**src/rtl/hazard_stall_unit_if.sv**
```systemverilog
// Hazard unit bundle: ID/EX/WB hazard inputs and stall, flush and MDU outputs.
// The slave modport is the hazard unit; the master modport is the pipeline side.
interface hazard_stall_unit_if;
    logic       ID_valid;
    logic [2:0] ID_FwdRisk;
    logic [4:0] ID_rs1;
    logic [4:0] ID_rs2;
    logic [4:0] ID_rd;
    logic       ID_is_mdu;
    logic [2:0] EX_FwdRisk;
    logic [4:0] EX_rd;
    logic       EX_is_load;
    logic       EX_branch_taken;
    logic       WB_port_free;
    logic       Stall_IF;
    logic       Stall_ID;
    logic       Flush_ID;
    logic       Bubble_EX;
    logic       MDU_start;
    logic       MDU_busy;
    logic       MDU_wb_valid;
    logic [4:0] MDU_wb_rd;

    modport slave (
        input  ID_valid, ID_FwdRisk, ID_rs1, ID_rs2, ID_rd, ID_is_mdu,
        input  EX_FwdRisk, EX_rd, EX_is_load, EX_branch_taken, WB_port_free,
        output Stall_IF, Stall_ID, Flush_ID, Bubble_EX,
        output MDU_start, MDU_busy, MDU_wb_valid, MDU_wb_rd
    );

    modport master (
        output ID_valid, ID_FwdRisk, ID_rs1, ID_rs2, ID_rd, ID_is_mdu,
        output EX_FwdRisk, EX_rd, EX_is_load, EX_branch_taken, WB_port_free,
        input  Stall_IF, Stall_ID, Flush_ID, Bubble_EX,
        input  MDU_start, MDU_busy, MDU_wb_valid, MDU_wb_rd
    );
endinterface

```
**src/rtl/hazard_stall_unit.sv**
```systemverilog
// Load-use and single-outstanding MDU hazard controller: stall/flush/bubble generation,
// MDU issue, latency tracking and writeback-port arbitration. Stall/flush outputs are combinational.
module hazard_stall_unit #(
    parameter int MDU_LATENCY = 32,
    parameter int CNT_W       = 6
) (
    input  logic               clk,
    input  logic               rst,
    hazard_stall_unit_if.slave bus
);
    typedef enum logic [1:0] {IDLE, BUSY, DONE} state_t;

    localparam logic [CNT_W-1:0] CNT_INIT = CNT_W'(MDU_LATENCY - 1);
    localparam logic [CNT_W-1:0] CNT_ONE  = CNT_W'(1);

    state_t           state_q, state_d;
    logic [CNT_W-1:0] cnt_q, cnt_d;
    logic [4:0]       pend_rd_q, pend_rd_d;

    logic use_a, use_b, busy, load_use, mdu_raw, mdu_waw, mdu_struct, hz, issue, wb_vld;

    assign use_a = bus.ID_valid & bus.ID_FwdRisk[0] & (bus.ID_rs1 != 5'd0);
    assign use_b = bus.ID_valid & bus.ID_FwdRisk[1] & (bus.ID_rs2 != 5'd0);
    assign busy  = (state_q != IDLE);

    assign load_use = bus.EX_is_load & bus.EX_FwdRisk[2] & (bus.EX_rd != 5'd0) &
                      ((use_a & (bus.ID_rs1 == bus.EX_rd)) | (use_b & (bus.ID_rs2 == bus.EX_rd)));
    // The scoreboard stays armed through the DONE/commit cycle; release comes once back in IDLE.
    assign mdu_raw    = busy & ((use_a & (bus.ID_rs1 == pend_rd_q)) | (use_b & (bus.ID_rs2 == pend_rd_q)));
    assign mdu_waw    = busy & bus.ID_valid & bus.ID_FwdRisk[2] & (bus.ID_rd == pend_rd_q);
    assign mdu_struct = busy & bus.ID_valid & bus.ID_is_mdu;
    assign hz         = load_use | mdu_raw | mdu_waw | mdu_struct;

    assign issue = bus.ID_valid & bus.ID_is_mdu & ~hz & ~bus.EX_branch_taken & (state_q == IDLE);

    always_comb begin
        state_d   = state_q;
        cnt_d     = cnt_q;
        pend_rd_d = pend_rd_q;
        wb_vld    = 1'b0;
        case (state_q)
            IDLE: begin
                if (issue) begin
                    state_d   = BUSY;
                    cnt_d     = CNT_INIT;
                    pend_rd_d = bus.ID_FwdRisk[2] ? bus.ID_rd : 5'd0;
                end
            end
            BUSY: begin
                cnt_d = cnt_q - CNT_ONE;
                if (cnt_q == CNT_ONE) begin
                    state_d = DONE;
                end
            end
            DONE: begin
                // A zero destination still drains the op but never claims the port.
                wb_vld = bus.WB_port_free & (pend_rd_q != 5'd0);
                if (bus.WB_port_free) begin
                    state_d = IDLE;
                end
            end
            default: state_d = IDLE;
        endcase
    end

    always_ff @(posedge clk) begin
        if (rst) begin
            state_q   <= IDLE;
            cnt_q     <= '0;
            pend_rd_q <= 5'd0;
        end else begin
            state_q   <= state_d;
            cnt_q     <= cnt_d;
            pend_rd_q <= pend_rd_d;
        end
    end

    // Reset masks every output, including the registered ones, during the reset cycle itself.
    assign bus.Stall_IF     = ~rst & ~bus.EX_branch_taken & hz;
    assign bus.Stall_ID     = ~rst & ~bus.EX_branch_taken & hz;
    assign bus.Flush_ID     = ~rst & bus.EX_branch_taken;
    assign bus.Bubble_EX    = ~rst & (bus.EX_branch_taken | hz);
    assign bus.MDU_start    = ~rst & issue;
    assign bus.MDU_busy     = ~rst & busy;
    assign bus.MDU_wb_valid = ~rst & wb_vld;
    assign bus.MDU_wb_rd    = rst ? 5'd0 : pend_rd_q;
endmodule

```
**src/flat_wrapper.sv**
```systemverilog
// flat-port wrapper written by rule: the top's interface ports become plain ports
module hazard_stall_unit_flat 
#(
    parameter int MDU_LATENCY = 32,
    parameter int CNT_W       = 6
)
  (clk, rst, bus_ID_valid, bus_ID_FwdRisk, bus_ID_rs1, bus_ID_rs2, bus_ID_rd, bus_ID_is_mdu, bus_EX_FwdRisk, bus_EX_rd, bus_EX_is_load, bus_EX_branch_taken, bus_WB_port_free, bus_Stall_IF, bus_Stall_ID, bus_Flush_ID, bus_Bubble_EX, bus_MDU_start, bus_MDU_busy, bus_MDU_wb_valid, bus_MDU_wb_rd);
  hazard_stall_unit_if bus_i ();
  input  logic clk;
  input  logic rst;
  input wire logic [$bits(bus_i.ID_valid)-1:0] bus_ID_valid;
  input wire logic [$bits(bus_i.ID_FwdRisk)-1:0] bus_ID_FwdRisk;
  input wire logic [$bits(bus_i.ID_rs1)-1:0] bus_ID_rs1;
  input wire logic [$bits(bus_i.ID_rs2)-1:0] bus_ID_rs2;
  input wire logic [$bits(bus_i.ID_rd)-1:0] bus_ID_rd;
  input wire logic [$bits(bus_i.ID_is_mdu)-1:0] bus_ID_is_mdu;
  input wire logic [$bits(bus_i.EX_FwdRisk)-1:0] bus_EX_FwdRisk;
  input wire logic [$bits(bus_i.EX_rd)-1:0] bus_EX_rd;
  input wire logic [$bits(bus_i.EX_is_load)-1:0] bus_EX_is_load;
  input wire logic [$bits(bus_i.EX_branch_taken)-1:0] bus_EX_branch_taken;
  input wire logic [$bits(bus_i.WB_port_free)-1:0] bus_WB_port_free;
  output wire logic [$bits(bus_i.Stall_IF)-1:0] bus_Stall_IF;
  output wire logic [$bits(bus_i.Stall_ID)-1:0] bus_Stall_ID;
  output wire logic [$bits(bus_i.Flush_ID)-1:0] bus_Flush_ID;
  output wire logic [$bits(bus_i.Bubble_EX)-1:0] bus_Bubble_EX;
  output wire logic [$bits(bus_i.MDU_start)-1:0] bus_MDU_start;
  output wire logic [$bits(bus_i.MDU_busy)-1:0] bus_MDU_busy;
  output wire logic [$bits(bus_i.MDU_wb_valid)-1:0] bus_MDU_wb_valid;
  output wire logic [$bits(bus_i.MDU_wb_rd)-1:0] bus_MDU_wb_rd;
  assign bus_i.ID_valid = bus_ID_valid;
  assign bus_i.ID_FwdRisk = bus_ID_FwdRisk;
  assign bus_i.ID_rs1 = bus_ID_rs1;
  assign bus_i.ID_rs2 = bus_ID_rs2;
  assign bus_i.ID_rd = bus_ID_rd;
  assign bus_i.ID_is_mdu = bus_ID_is_mdu;
  assign bus_i.EX_FwdRisk = bus_EX_FwdRisk;
  assign bus_i.EX_rd = bus_EX_rd;
  assign bus_i.EX_is_load = bus_EX_is_load;
  assign bus_i.EX_branch_taken = bus_EX_branch_taken;
  assign bus_i.WB_port_free = bus_WB_port_free;
  assign bus_Stall_IF = bus_i.Stall_IF;
  assign bus_Stall_ID = bus_i.Stall_ID;
  assign bus_Flush_ID = bus_i.Flush_ID;
  assign bus_Bubble_EX = bus_i.Bubble_EX;
  assign bus_MDU_start = bus_i.MDU_start;
  assign bus_MDU_busy = bus_i.MDU_busy;
  assign bus_MDU_wb_valid = bus_i.MDU_wb_valid;
  assign bus_MDU_wb_rd = bus_i.MDU_wb_rd;
  hazard_stall_unit #(.MDU_LATENCY(MDU_LATENCY), .CNT_W(CNT_W)) u_core (.clk(clk), .rst(rst), .bus(bus_i));
endmodule
```
**config.mk**
```make
export PLATFORM = sky130hd
export DESIGN_NAME = hazard_stall_unit_flat
export DESIGN_NICKNAME = d
export VERILOG_FILES = /design/src/rtl/hazard_stall_unit_if.sv /design/src/rtl/hazard_stall_unit.sv /design/src/flat_wrapper.sv
export SDC_FILE = /design/constraint.sdc
export NUM_CORES = 1
export LEC_CHECK = 0
export CAP_MARGIN = 20
export CELL_PAD_IN_SITES_DETAIL_PLACEMENT = 1
export CELL_PAD_IN_SITES_GLOBAL_PLACEMENT = 1
export CORE_UTILIZATION = 27
export DETAILED_ROUTE_END_ITERATION = 6
export PLACE_DENSITY_LB_ADDON = 0.05
export REMOVE_ABC_BUFFERS = 1
export SETUP_SLACK_MARGIN = 0.4
export SLEW_MARGIN = 25
export SYNTH_ARGS = -nofsm -noshare
export SYNTH_HDL_FRONTEND = slang
export SYNTH_SLANG_ARGS = --single-unit
```
**constraint.sdc**
```tcl
create_clock -name clk -period 1.63 [get_ports clk]
set_input_delay 0.163 -clock clk [delete_from_list [all_inputs] [get_ports clk]]
set_output_delay 0.163 -clock clk [all_outputs]
set_load 0.05 [all_outputs]
```
==> results of run 1 <==
==> state kept, by name (all words and copies together), names as in the netlist <==
register and cells:
u_core.cnt_q 6, u_core.pend_rd_q 5, u_core.state_q 2
==> per-layer routing <==
metal	track usage [%]	wire, µm
met1	26.5	2000
met2	40.8	2350
met3	2.05	192
met4	5.05	29
met5	0	0
==> synth_stat cells (5+ instances only) <==
master    count
nand2_1      14
nand3_1       7
inv_1         7
nor2_1       13
nor4_1        6
nor3_1        5
xor2_1        8
xnor2_1      17
mux2i_1       5
dfxtp_1      13
clkbuf_1      7
==> area by class of cell <==
| type | count | area, µm² |
|---|---|---|
| inverter | 8 | 30.0 |
| multi-input combinational | 117 | 1050 |
| clock inverter | 1 | 5.00 |
| clock buffer | 3 | 41.3 |
| tap | 50 | 62.6 |
| sequential | 13 | 270 |
| fill | 445 | 1730 |
| timing repair buffer | 84 | 811 |
==> worst max-delay path by stage <==
stage,startpoint,slack (ns),depth (start not counted),end
finish,bus_ID_rd[1],-0.53,8,bus_Stall_ID
global route,u_core.pend_rd_q[3]$_SDFFE_PP0P_,-0.60,7,bus_Bubble_EX
CTS,u_core.pend_rd_q[3]$_SDFFE_PP0P_,-0.51,7,bus_Bubble_EX
detailed placement,bus_ID_rs2[2],-0.78,9,bus_Bubble_EX
global placement,bus_ID_rs2[2],-0.73,9,bus_Bubble_EX
floorplan,u_core.pend_rd_q[2]$_SDFFE_PP0P_,-2.65,5,bus_Stall_ID
==> kinds of logic (layout without fill, tap and decap cells) <==
kind of cell	after synthesis	after routing	synth area share (%)
muxes	5	5	4.42
adders and majority gates	2	2	2.21
DFF	13	13	23.0
AOI/OAI and AO/OA	20	20	14.1
xor gates and xnor gates	25	25	19.3
buffers and inverters	17	96	6.63
and+or+nand+nor	65	65	30.3
==> worst max-delay path: cells and delay by family <==
family | cells | cell delay (ns)
AOI/OAI and AO/OA | 3 | 0.62
xor gates and xnor gates | 1 | 0.17
buffers and inverters | 3 | 0.77
and+or+nand+nor | 1 | 0.27
==> stage by stage <==
stage	util (%)	total power (µW)
finish	56.8	1130
global route	56.8	1190
CTS	55.0	1110
detailed placement	46.8	744
global placement	46.8	732
floorplan	-	522
==> where the power goes <==
part | switching [µW] | total [µW] | internal [µW]
combinational | 229 | 480 | 251
sequential | 20.9 | 356 | 336
clock | 126 | 295 | 169
==> timing repair <==
item / in CTS / in global routing
buffers inserted: 8 / 0
pin swaps: 29 / 11
gates resized for setup: 125 / 17
setup endpoints to repair: 24 / 22
hold buffers: 0 / 0
==> flow_metrics.py, run 1 <==
metrics = {
    "logic_synthesis": {
        "synth_ff_type": "dfxtp_1",
        "yosys.cell_types.count": 36,
        "syn_inst": 147,
        "synth_area_leader_cell": "dfxtp_1",
        "yosysWarnings": 0,
        "syn_area_per_cell_um2": 7.70,
        "async_flop_share_pct": 0,
        "yosysSeqAreaShare_pct": 23.0,
        "synth_edf_count": 0,
        "synth_area_um2": 1130,
        "netlist.area_leader.share_pct": 23.0,
        "ys_ff_latch": 13,
        "synthTopCellsByArea": "dfxtp_1, xnor2_1, xor2_1",
    },
    "run_status": {
        "violations": "negative setup slack",
        "outcome": "finished, violations left",
    },
    "critical_path": {
        "cp-start-kind": "primary input",
        "critPathSlowestCell": "clkdlybuf4s50_1",
        "critical_path.max_stage_delay_ns": 0.44,
        "worstRegToRegCells": 7,
        "regToRegStartpoint": "u_core.state_q[0]$_SDFFE_PP0P_",
        "critPathMaxFanout": 2,
        "path_cells": "clkdlybuf4s50_1 -> xor2_1 -> nor4_2 -> a31o_1 -> a211oi_2 -> o41ai_1 -> buf_4 -> buf_12",
        "worstPathRequired_ns": 1.47,
        "cp-end-kind": "output port",
        "r2r_setup_slack_ns": 0.07,
        "worst_ep_arrival_time_ns": 1.99,
        "worstSetupPathType": "primary input to output port",
        "regToRegEndpoint": "u_core.cnt_q[3]$_SDFFE_PP0P_",
    },
    "power": {
        "ir_worst_vdd_v": 0.000321,
        "p_leak_uw": 0.000971,
        "pwr_density_cell_nw_per_um2": 498,
    },
    "grt": {
        "grt_use_total_pct": 21.9,
        "grt_first_pass_wirelength_um": 7330,
        "grt_max_degree": 9,
        "grt_overflow_total": 0,
        "antenna_found_initial": 0,
        "grt_pass1_vias": 1529,
    },
    "floorplanning": {
        "dieWidth_um": 66.8,
        "start_util_pct": 28.3,
        "dieArea_um2": 4460,
        "die_h_um": 66.8,
        "num_rows": 23,
        "io_pins": 45,
        "core-area_um2": 4000,
    },
    "drt": {
        "routed_wl_um": 4570,
        "route.detailed.drc": 0,
        "wl_per_cell_um": 16.5,
        "first_pass_iters": 2,
        "via_count": 1382,
        "drtIter0Drc": 46,
        "vias_per_cell": 5.01,
        "postRouteAntennaNets": 0,
    },
    "cells_and_area": {
        "drive_above_1_share_pct": 51.3,
        "final_common_cell": "buf_4",
        "nets": 262,
        "syn_to_final_growth_pct": 101,
        "num_antenna_cells": 0,
        "final_area_um2": 2270,
        "fin_cells": 276,
        "most-common-layout-cells": "buf_4, buf_6, nand2_1, xnor2_1, nor2_1",
    },
    "cts": {
        "h-tree-depth": 1,
        "clk_pin_slew_ns": 0.06,
        "root_buffer": "clkbuf_8",
        "cts_buffer_depth": 2,
        "cts_tree": "done",
        "cts_buffers": 3,
        "clock-sinks": 13,
        "clock_latency_ns": 0.25,
    },
    "worst_hold_path": {
        "hold_path_depth": 3,
        "min_from": "bus_ID_rd[3]",
        "hp-class": "primary input to flip-flop",
        "hold_path_end": "u_core.pend_rd_q[3]$_SDFFE_PP0P_",
    },
    "job": {
        "maxCapViolations": 0,
    },
    "timing": {
        "hold_viol": 0,
        "fmax_mhz": 464,
        "final-max-slew-violation-count": 0,
        "relSlewSlack_pct": 73.4,
        "tns_ns": -2.31,
        "period_share_pct": 132,
        "hold_slack_ns": 0.337,
        "skew_ns": 0.00921,
        "setup_viol": 14,
        "min_period_ns": 2.16,
        "worst_slew_pin_slew_ns": 0.396,
        "setup_slack_ns": -0.526,
        "rsz0062_at_grt": "yes",
    },
    "place": {
        "gp_congestion": 0.831,
        "place_inst": 264,
        "numPortBuffers": 42,
        "place_hpwl_um": 3320,
        "place_area_um2": 1870,
        "place_ws_ns": -0.781,
    },
}
Note: power is estimated with default switching activity, not from simulation.
==> inputs of run 2 (changes only) <==
--- a/config.mk
+++ b/config.mk
@@ -8,7 +8,7 @@
 export CAP_MARGIN = 20
 export CELL_PAD_IN_SITES_DETAIL_PLACEMENT = 1
 export CELL_PAD_IN_SITES_GLOBAL_PLACEMENT = 1
-export CORE_UTILIZATION = 27
+export CORE_UTILIZATION = 32
 export DETAILED_ROUTE_END_ITERATION = 6
 export PLACE_DENSITY_LB_ADDON = 0.05
 export REMOVE_ABC_BUFFERS = 1
==> constraint.sdc (replaced) <==
create_clock -name clk -period 2.7 [get_ports clk]
set_input_delay 0.27 -clock clk [delete_from_list [all_inputs] [get_ports clk]]
set_output_delay 0.27 -clock clk [all_outputs]
set_load 0.05 [all_outputs]
==> run 2 against run 1 <==
- flip-flop and latch count unchanged
- sequential share of layout area up 2.3 points
- combinational power down 52%
- highest routed layer unchanged
- register-to-register slack better by 0.81 ns
- via count down 5.1%
- die area down 15%
- hold slack better by 0.064 ns
- critical path depth unchanged
- the flow now finishes without violations
- power down 49%
- non-clock buffer count down 26
==> flow_metrics.py, run 2 (synthesized netlist as in run 1, its figures left out) <==
metrics = {
    "run_status": {
        "outcome": "complete, no violations",
    },
    "timing": {
        "min_period_ns": 2.32,
        "fmax_mhz": 432,
        "setup_viol": 0,
        "worst_slew_pin_slew_ns": 0.506,
        "hold_viol": 0,
        "period_share_pct": 85.8,
        "hold_slack_ns": 0.400,
        "relSlewSlack_pct": 66.2,
        "rsz0062_at_grt": "yes",
        "final-max-slew-violation-count": 0,
        "skew_ns": 0.0128,
    },
    "place": {
        "place_hpwl_um": 3120,
        "numPortBuffers": 42,
        "gp_congestion": 0.798,
        "place_area_um2": 1690,
    },
    "power": {
        "cell_internal_pwr_uw": 366,
        "p_leak_uw": 0.000810,
        "p_switching_uw": 207,
        "clkPwrFrac_pct": 22.2,
        "p_comb_share_pct": 40.3,
        "pwr-share-seq_pct": 37.5,
        "pwr_density_cell_nw_per_um2": 300,
        "ir_worst_vdd_v": 0.000231,
        "p_sw_share_pct": 36.2,
    },
    "drt": {
        "vias_per_cell": 5.33,
        "drtIter0Drc": 27,
        "via_count": 1312,
        "first_pass_iters": 4,
        "postRouteAntennaNets": 0,
        "route.detailed.drc": 0,
        "routed_wl_um": 4210,
        "wl_per_cell_um": 17.1,
    },
    "floorplanning": {
        "dieWidth_um": 61.5,
        "io_pins": 45,
        "die_h_um": 61.5,
        "start_util_pct": 33.7,
        "core-area_um2": 3360,
        "num_rows": 21,
        "dieArea_um2": 3780,
    },
    "critical_path": {
        "cp-start-kind": "flip-flop",
        "cp-end-kind": "output port",
        "worstRegToRegCells": 5,
        "critPathMaxFanout": 4,
        "worst_ep_arrival_time_ns": 2.05,
        "worstSetupPathType": "flip-flop to output port",
        "worstPathRequired_ns": 2.43,
    },
    "cells_and_area": {
        "final_common_cell": "buf_4",
        "fill_cells": 409,
        "multi_input_comb_area_um2": 973,
        "regMostFlops": "u_core.cnt_q",
        "num_antenna_cells": 0,
        "largest_reg_flops": 6,
        "largest_registers": "u_core.cnt_q (6), u_core.pend_rd_q (5), u_core.state_q (2)",
        "nets": 236,
        "drive_above_1_share_pct": 34.5,
        "final_area_um2": 1910,
        "regArea_um2": 272,
        "syn_to_final_growth_pct": 68.5,
        "most-common-layout-cells": "buf_4, nand2_1, xnor2_1",
    },
    "grt": {
        "antenna_found_initial": 0,
        "grt_use_total_pct": 22.7,
        "grt_max_degree": 13,
        "grt_pass1_vias": 1338,
        "grt_first_pass_wirelength_um": 6230,
        "grt_overflow_total": 0,
    },
    "cts": {
        "clock_latency_ns": 0.28,
        "h-tree-depth": 1,
        "root_buffer": "clkbuf_4",
        "cts_buffers": 3,
        "hold_buffers": 0,
        "cts_buffer_depth": 2,
        "clock-sinks": 13,
        "cts_tree": "done",
        "clk_pin_slew_ns": 0.08,
    },
    "job": {
        "maxCapViolations": 0,
    },
    "worst_hold_path": {
        "hp-class": "primary input to flip-flop",
        "hold_path_depth": 3,
    },
}
## run 2: changes by cell type in the layout (fill, tap and decap cells not counted), sizes merged
cell           delta
buf              -40
clkbuf            +4
clkdlybuf4s50     +4
dlygate4sd2       +3
dlymetal6s2s      +2
clkdlybuf4s15     +1
clkinv            +1
inv               -1
## run 2: power by group through the flow
stage	logic, µW	registers, µW	clock network, µW
global placement	199	220	0
finish	231	215	127
CTS	217	214	129
global route	248	217	138
detailed placement	205	221	0
floorplan	98.2	217	0
## run 2: through the flow
step | setup TNS (ns) | total power, µW | cells | setup slack (ns) | utilization [%]
floorplan | -3.38 | 315 | 138 | -1.69 | -
global placement | 0 | 418 | 239 | 0.0774 | 50.2
detailed placement | 0 | 427 | 239 | 0.0567 | 50.2
CTS | 0 | 561 | 246 | 0.388 | 54.5
global route | 0 | 603 | 246 | 0.300 | 56.7
finish | 0 | 573 | 246 | 0.383 | 56.7
## run 2: cell type report
type / count / area share, %
Clock buffer: 3 / 1.18
Clock inverter: 1 / 0.262
Inverter: 8 / 1.57
Multi-Input combinational cell: 117 / 51.0
Sequential cell: 13 / 14.2
Tap cell: 46 / 3.02
Timing Repair Buffer: 58 / 28.7
## run 2: metal layers
| metal | vias up | global-route usage (%) | part of all wire, % |
|---|---|---|---|
| met4 | 0 | 9.52 | 2.2 |
| met5 | - | 0 | 0 |
| met3 | 8 | 3.36 | 3.8 |
| met1 | 630 | 26.6 | 41 |
| li1 | 633 | - | - |
| met2 | 41 | 40.9 | 53 |
## run 2: worst max-delay path, cell delays in order, from the launching register on
cell,delay (ns)
dfxtp_4,0.35
buf_6,0.13
xnor2_4,0.16
nand3_2,0.13
nor4_4,0.32
a211oi_2,0.10
a221oi_2,0.29
buf_4,0.16
buf_12,0.13
## run 2: worst paths after layout
check                                         from                                to  slack (ns)
setup / recovery  u_core.pend_rd_q[3]$_SDFFE_PP0P_                     bus_Bubble_EX        0.38
hold / removal                        bus_ID_rd[4]  u_core.pend_rd_q[4]$_SDFFE_PP0P_        0.40
setup reg to reg    u_core.state_q[0]$_SDFFE_PP0P_  u_core.pend_rd_q[1]$_SDFFE_PP0P_        0.88
hold reg to reg   u_core.pend_rd_q[4]$_SDFFE_PP0P_  u_core.pend_rd_q[4]$_SDFFE_PP0P_        0.54
## run 2: repair_timing
item                                    4_1_cts  5_1_grt
setup buffers                                 3        0
endpoints found under the setup margin        4        4
gates resized for setup                      50       25
pin swaps                                    16       17
